## config.mk

```make
export PLATFORM = sky130hd
export DESIGN_NAME = button_press_classifier_flat
export DESIGN_NICKNAME = d
export VERILOG_FILES = /design/src/rtl/button_press_classifier_if.sv /design/src/rtl/button_press_classifier.sv /design/src/flat_wrapper.sv
export SDC_FILE = /design/constraint.sdc
export NUM_CORES = 1
export LEC_CHECK = 0
export CAP_MARGIN = 40
export CELL_PAD_IN_SITES_DETAIL_PLACEMENT = 1
export CELL_PAD_IN_SITES_GLOBAL_PLACEMENT = 2
export CORE_UTILIZATION = 36
export CTS_CLUSTER_SIZE = 10
export DETAILED_ROUTE_END_ITERATION = 12
export PLACE_DENSITY_LB_ADDON = 0.1
export SETUP_SLACK_MARGIN = 0.5
export SLEW_MARGIN = 40
export SYNTH_ARGS = -nofsm -noshare
export SYNTH_HDL_FRONTEND = slang
export SYNTH_SLANG_ARGS = --single-unit
```

## constraint.sdc

```tcl
create_clock -name clk -period 1.8 [get_ports clk]
set_input_delay 0.45 -clock clk [delete_from_list [all_inputs] [get_ports clk]]
set_output_delay 0.45 -clock clk [all_outputs]
set_load 0.1 [all_outputs]
```

## src/rtl/button_press_classifier_if.sv

```systemverilog
// Pin-side and classified-output signals of the push-button classifier.
// master drives the raw pin and reads the codes; slave is the classifier itself.
interface button_press_classifier_if;
   logic       button;
   logic [1:0] buttonState;
   logic       pressed;

   modport master (
      output button,
      input  buttonState,
      input  pressed
   );

   modport slave (
      input  button,
      output buttonState,
      output pressed
   );
endinterface

```

## src/rtl/button_press_classifier.sv

```systemverilog
// Push-button synchronizer, debouncer and short/long press classifier emitting one-cycle press codes.
// Optional build macro BUTTON_AUTO_REPEAT_EN: periodic code 1 pulses while a long press is held.
module button_press_classifier #(
   parameter int DEBOUNCE_CYCLES = 1_000_000,
   parameter int LONG_CYCLES     = 150_000_000,
   parameter int REPEAT_CYCLES   = 10_000_000,
   parameter bit BTN_ACTIVE_LOW  = 1'b1
) (
   input  logic clk,
   input  logic reset,
   button_press_classifier_if.slave bus
);
   localparam int SYNC_STAGES = 2;
   localparam int MAX_DL      = (LONG_CYCLES > DEBOUNCE_CYCLES) ? LONG_CYCLES : DEBOUNCE_CYCLES;
   localparam int MAX_CYCLES  = (MAX_DL > REPEAT_CYCLES) ? MAX_DL : REPEAT_CYCLES;
   localparam int CW          = (MAX_CYCLES > 1) ? $clog2(MAX_CYCLES) : 1;

   localparam logic [CW-1:0] CNT_SAT   = '1;
   localparam logic [CW-1:0] DB_LAST   = CW'(DEBOUNCE_CYCLES - 1);
   localparam logic [CW-1:0] LONG_LAST = CW'(LONG_CYCLES - 1);
`ifdef BUTTON_AUTO_REPEAT_EN
   localparam logic [CW-1:0] REP_LAST  = CW'(REPEAT_CYCLES - 1);
`endif
   localparam logic IDLE_LEVEL = BTN_ACTIVE_LOW;

   typedef enum logic [2:0] {
      S_IDLE,
      S_DB_PRESS,
      S_PRESSED,
      S_HELD,
      S_DB_REL
   } state_t;

   logic [SYNC_STAGES-1:0] sync_reg;
   logic [SYNC_STAGES-1:0] sync_next;
   logic [SYNC_STAGES-1:0] valid_reg;
   logic [SYNC_STAGES-1:0] valid_next;

   // valid tracks which stages hold a real pin sample rather than the reset fill
   for (genvar gi = 0; gi < SYNC_STAGES; gi++) begin : g_sync
      if (gi == 0) begin : g_head
         assign sync_next[gi]  = bus.button;
         assign valid_next[gi] = 1'b1;
      end else begin : g_tail
         assign sync_next[gi]  = sync_reg[gi-1];
         assign valid_next[gi] = valid_reg[gi-1];
      end
   end

   always_ff @(posedge clk or negedge reset) begin
      if (!reset) begin
         sync_reg  <= {SYNC_STAGES{IDLE_LEVEL}};
         valid_reg <= '0;
      end else begin
         sync_reg  <= sync_next;
         valid_reg <= valid_next;
      end
   end

   logic p;
   logic p_valid;
   assign p       = BTN_ACTIVE_LOW ? ~sync_reg[SYNC_STAGES-1] : sync_reg[SYNC_STAGES-1];
   assign p_valid = valid_reg[SYNC_STAGES-1];

   state_t        state_reg;
   state_t        state_next;
   logic [CW-1:0] cnt_reg;
   logic [CW-1:0] cnt_next;
   logic [CW-1:0] cnt_inc;
   logic          long_done_reg;
   logic          long_done_next;
   logic          armed_reg;
   logic          armed_next;
   logic          pressed_reg;
   logic          pressed_next;
   logic [1:0]    code_reg;
   logic [1:0]    code_next;

   assign cnt_inc = (cnt_reg == CNT_SAT) ? cnt_reg : cnt_reg + CW'(1);

   // armed blocks a button still held across reset: a genuine released sample must be seen first
   always_comb begin
      state_next     = state_reg;
      cnt_next       = cnt_reg;
      long_done_next = long_done_reg;
      armed_next     = armed_reg;
      pressed_next   = pressed_reg;
      code_next      = 2'd0;

      case (state_reg)
         S_IDLE: begin
            cnt_next = '0;
            if (p_valid && !p) begin
               armed_next = 1'b1;
            end
            if (armed_reg && p) begin
               state_next = S_DB_PRESS;
            end
         end

         S_DB_PRESS: begin
            if (!p) begin
               state_next = S_IDLE;
               cnt_next   = '0;
            end else if (cnt_reg == DB_LAST) begin
               state_next   = S_PRESSED;
               cnt_next     = '0;
               pressed_next = 1'b1;
            end else begin
               cnt_next = cnt_inc;
            end
         end

         S_PRESSED: begin
            if (!p) begin
               state_next     = S_DB_REL;
               long_done_next = 1'b0;
               cnt_next       = '0;
            end else if (cnt_reg == LONG_LAST) begin
               state_next = S_HELD;
               code_next  = 2'd2;
               cnt_next   = '0;
            end else begin
               cnt_next = cnt_inc;
            end
         end

         S_HELD: begin
            if (!p) begin
               state_next     = S_DB_REL;
               long_done_next = 1'b1;
               cnt_next       = '0;
            end else begin
`ifdef BUTTON_AUTO_REPEAT_EN
               if (cnt_reg == REP_LAST) begin
                  code_next = 2'd1;
                  cnt_next  = '0;
               end else begin
                  cnt_next = cnt_inc;
               end
`else
               cnt_next = '0;
`endif
            end
         end

         S_DB_REL: begin
            // a bounce restarts the release window but never returns to hold timing
            if (p) begin
               cnt_next = '0;
            end else if (cnt_reg == DB_LAST) begin
               state_next   = S_IDLE;
               cnt_next     = '0;
               pressed_next = 1'b0;
               if (!long_done_reg) begin
                  code_next = 2'd1;
               end
            end else begin
               cnt_next = cnt_inc;
            end
         end

         default: begin
            state_next = S_IDLE;
            cnt_next   = '0;
         end
      endcase
   end

   always_ff @(posedge clk or negedge reset) begin
      if (!reset) begin
         state_reg     <= S_IDLE;
         cnt_reg       <= '0;
         long_done_reg <= 1'b0;
         armed_reg     <= 1'b0;
         pressed_reg   <= 1'b0;
         code_reg      <= 2'd0;
      end else begin
         state_reg     <= state_next;
         cnt_reg       <= cnt_next;
         long_done_reg <= long_done_next;
         armed_reg     <= armed_next;
         pressed_reg   <= pressed_next;
         code_reg      <= code_next;
      end
   end

   assign bus.buttonState = code_reg;
   assign bus.pressed     = pressed_reg;

endmodule

```

## src/flat_wrapper.sv

```systemverilog
// flat-port wrapper written by rule: the top's interface ports become plain ports
module button_press_classifier_flat 
#(
   parameter int DEBOUNCE_CYCLES = 1_000_000,
   parameter int LONG_CYCLES     = 150_000_000,
   parameter int REPEAT_CYCLES   = 10_000_000,
   parameter bit BTN_ACTIVE_LOW  = 1'b1
)
  (clk, reset, bus_button, bus_buttonState, bus_pressed);
  button_press_classifier_if bus_i ();
  input  logic clk;
  input  logic reset;
  input wire logic [$bits(bus_i.button)-1:0] bus_button;
  output wire logic [$bits(bus_i.buttonState)-1:0] bus_buttonState;
  output wire logic [$bits(bus_i.pressed)-1:0] bus_pressed;
  assign bus_i.button = bus_button;
  assign bus_buttonState = bus_i.buttonState;
  assign bus_pressed = bus_i.pressed;
  button_press_classifier #(.DEBOUNCE_CYCLES(DEBOUNCE_CYCLES), .LONG_CYCLES(LONG_CYCLES), .REPEAT_CYCLES(REPEAT_CYCLES), .BTN_ACTIVE_LOW(BTN_ACTIVE_LOW)) u_core (.clk(clk), .reset(reset), .bus(bus_i));
endmodule
```

==> results.toml <==
[route]
postRouteAntennaNets = 0
drtPass1Iterations = 4
drc = 0
drt_iter0_markers = 121
totalWireLength_um = 9010
routedWlPerCell_um = 22.9
via_per_inst = 5.82
vias = 2288

[global_route]
grt_remaining_overflow = 0
grt.total_usage_pct = 23.5
antenna_found_initial = 0
grt_pass1_wl_um = 11400
grt_pass1_vias = 2246
grt_max_degree = 22

[clock_tree]
ctsHtreeMaxLevel = 2
clock_sinks = 40
clock-root-buffer = "clkbuf_8"
clk_latency_ns = 0.30
clk_pin_slew_ns = 0.08
cts.path.max_buffers = 2
cts_tree = "yes"
cts_buffers = 5
cts_hold_buf = 0

[worst_setup_path]
worstPathCellList = "buf_4 > nand4_1 > nor4_4 > buf_4 > buf_12 > buf_6 > a211oi_1 > xnor2_1 > nor2_1"
cp_max_fo = 5
crit_path_end_kind = "flip-flop"
startpoint_type = "flip-flop"
slowest_delay_ns = 0.40
arrival_ns = 2.24
slowest_stage = "dfrtp_1"
path_class = "flip-flop to flip-flop"
cp_common_cell = "buf_4"
cp.required_ns = 1.98

[outcome]
status = "complete, but fails checks"
violations = "setup timing"

[timing]
whs_ns = 0.123
tightest_slew_ns = 0.540
slew_headroom_pct = 64.0
max_freq_mhz = 486
fin_ws_ns = -0.259
post-route-min-period_ns = 2.06
hold_viol = 0
rsz0062_at_grt = "yes"
setup_violations = 34
report.final.slew_viol_count = 0
fin_crit_sh_pct = 114
fin_skew_ns = 0.00427
fin_setup_tns_ns = -5.22

[pwr]
p_leak_uw = 0.00150
p_per_area_nw_per_um2 = 512
ir_drop_v = 0.000321

[job]
drv_cap = 0

[yosys]
yosysUniqueCellTypes = 49
synthesis.nets = 230
yosysSeqAreaShare_pct = 44.3
netlist_top_cells_area = "dfrtp_1, xnor2_1, nor2_1"
synth_top_area_cell = "dfrtp_1"
ys_async_sr_fraction_pct = 100
synth_cells = 226
synth-seq-cells = 40
synth_area_sq_um = 2270
avgSynthCellArea_sq_um = 10.0
yosys_warnings = 0
synth_flop_cell = "dfrtp_1"
synth_top_area_share_pct = 41.9
synth-edff-count = 0

[placed_design]
gp_congestion = 0.903
dp_hpwl_um = 5180
placed_cell_area_sq_um = 2890
place_inst = 349
portBuffers = 5

[die]
die_h_um = 81.4
die_x_um = 81.4
initial_utilization_pct = 37.8
std_cell_rows = 28
core_sq_um = 5990
die-area_sq_um = 6620
io_pins = 6

[layout]
layout-drive-gt1-share_pct = 53.5
nets = 321
stdcell_area_sq_um = 3650
n_antenna_cell = 0
layout_commonest_cell = "buf_4"
stdcell_count = 393
area_growth_pct = 61.0
layout_common_cells = "buf_4, dfrtp_1, nor2_1"
largest_reg_flops = 28

[worst_hold_path]
hp-class = "input pin to asynchronous set/reset pin"
## routing by layer
layer,vias to the layer above,routed length [um],track usage [%]
met1,1189,3720,29.0
met4,0,299,9.29
met2,60,4700,40.5
met5,-,0,0
li1,1011,-,-
met3,28,293,3.93
## path summary, 6_finish.rpt
path                                            end  slack [ns]  cells past startpoint           startpoint
worst max register to register    u_core.cnt_reg[7]       -0.26                      9   u_core.cnt_reg[11]
max in group asynchronous         u_core.cnt_reg[7]        1.17                      2                reset
min in group clk                u_core.valid_reg[1]        0.36                      0  u_core.valid_reg[0]
worst max-delay path              u_core.cnt_reg[7]       -0.26                      9   u_core.cnt_reg[11]
worst min register to register  u_core.valid_reg[1]        0.36                      0  u_core.valid_reg[0]
worst min-delay path             u_core.cnt_reg[19]        0.12                      1                reset
## cell usage after synthesis, drive strengths merged (2+ instances only)
library cell	count
inv	3
nand2	17
xnor2	23
nand4	12
or3	2
a211oi	12
dfrtp	38
nor2	34
buf	7
nor3	6
nor2b	2
a2111oi	2
nor4b	4
a21oi	14
dfstp	2
nand3	10
nor4	10
and3	2
or4	2
clkbuf	4
and4	3
## per-stage QoR
| step | power [uW] | utilization [%] | setup slack, ns |
|---|---|---|---|
| after global placement | 1010 | 48.2 | -0.199 |
| after floorplan | 960 | - | 0.00495 |
| after global routing | 1920 | 60.9 | -0.437 |
| after CTS | 1840 | 53.4 | -0.0951 |
| after detailed placement | 1010 | 48.2 | -0.203 |
| final | 1870 | 60.9 | -0.259 |
## worst max-delay path: cells and delay by family, from the launching register on
| family | cells | cell delay [ns] |
|---|---|---|
| XOR/XNOR | 1 | 0.20 |
| flip-flops | 1 | 0.40 |
| AO/OA/AOI/OAI | 1 | 0.08 |
| buffers and inverters | 4 | 0.58 |
| AND/OR/NAND/NOR | 3 | 0.67 |
## logic make-up after synthesis
| group | count (synthesis) | synth area share [%] |
|---|---|---|
| other | 1 | 0.165 |
| DFF | 40 | 44.3 |
| and+or+nand+nor | 112 | 30.3 |
| muxes | 1 | 0.497 |
| AOI/OAI and AO/OA | 34 | 12.3 |
| buffers and inverters | 14 | 3.04 |
| xor gates and xnor gates | 23 | 8.89 |
| adders and majority gates | 1 | 0.552 |
## power by group
part | internal [uW] | leakage, uW | switching [uW]
registers | 908 | 0.000526 | 4.95
logic | 60.7 | 0.000909 | 63.2
clock network | 490 | 0.0000645 | 342
total | 1460 | 0.00150 | 410
## timing repair
| action | 4_1_cts | 5_1_grt |
|---|---|---|
| resized for setup | 27 | 36 |
| gates cloned | 0 | 4 |
| buffers inserted | 8 | 24 |
| endpoints found under the setup margin | 38 | 38 |
| pin swaps | 7 | 17 |
## final cells by class
class / instances / area (sq um)
Sequential cell: 40 / 1010
Tap cell: 75 / 93.8
Inverter: 3 / 11.3
Clock buffer: 7 / 96.3
Fill cell: 632 / 2340
Multi-Input combinational cell: 172 / 1480
Clock inverter: 1 / 30.0
Timing Repair Buffer: 95 / 928
Note: power is estimated with default switching activity, not from simulation.
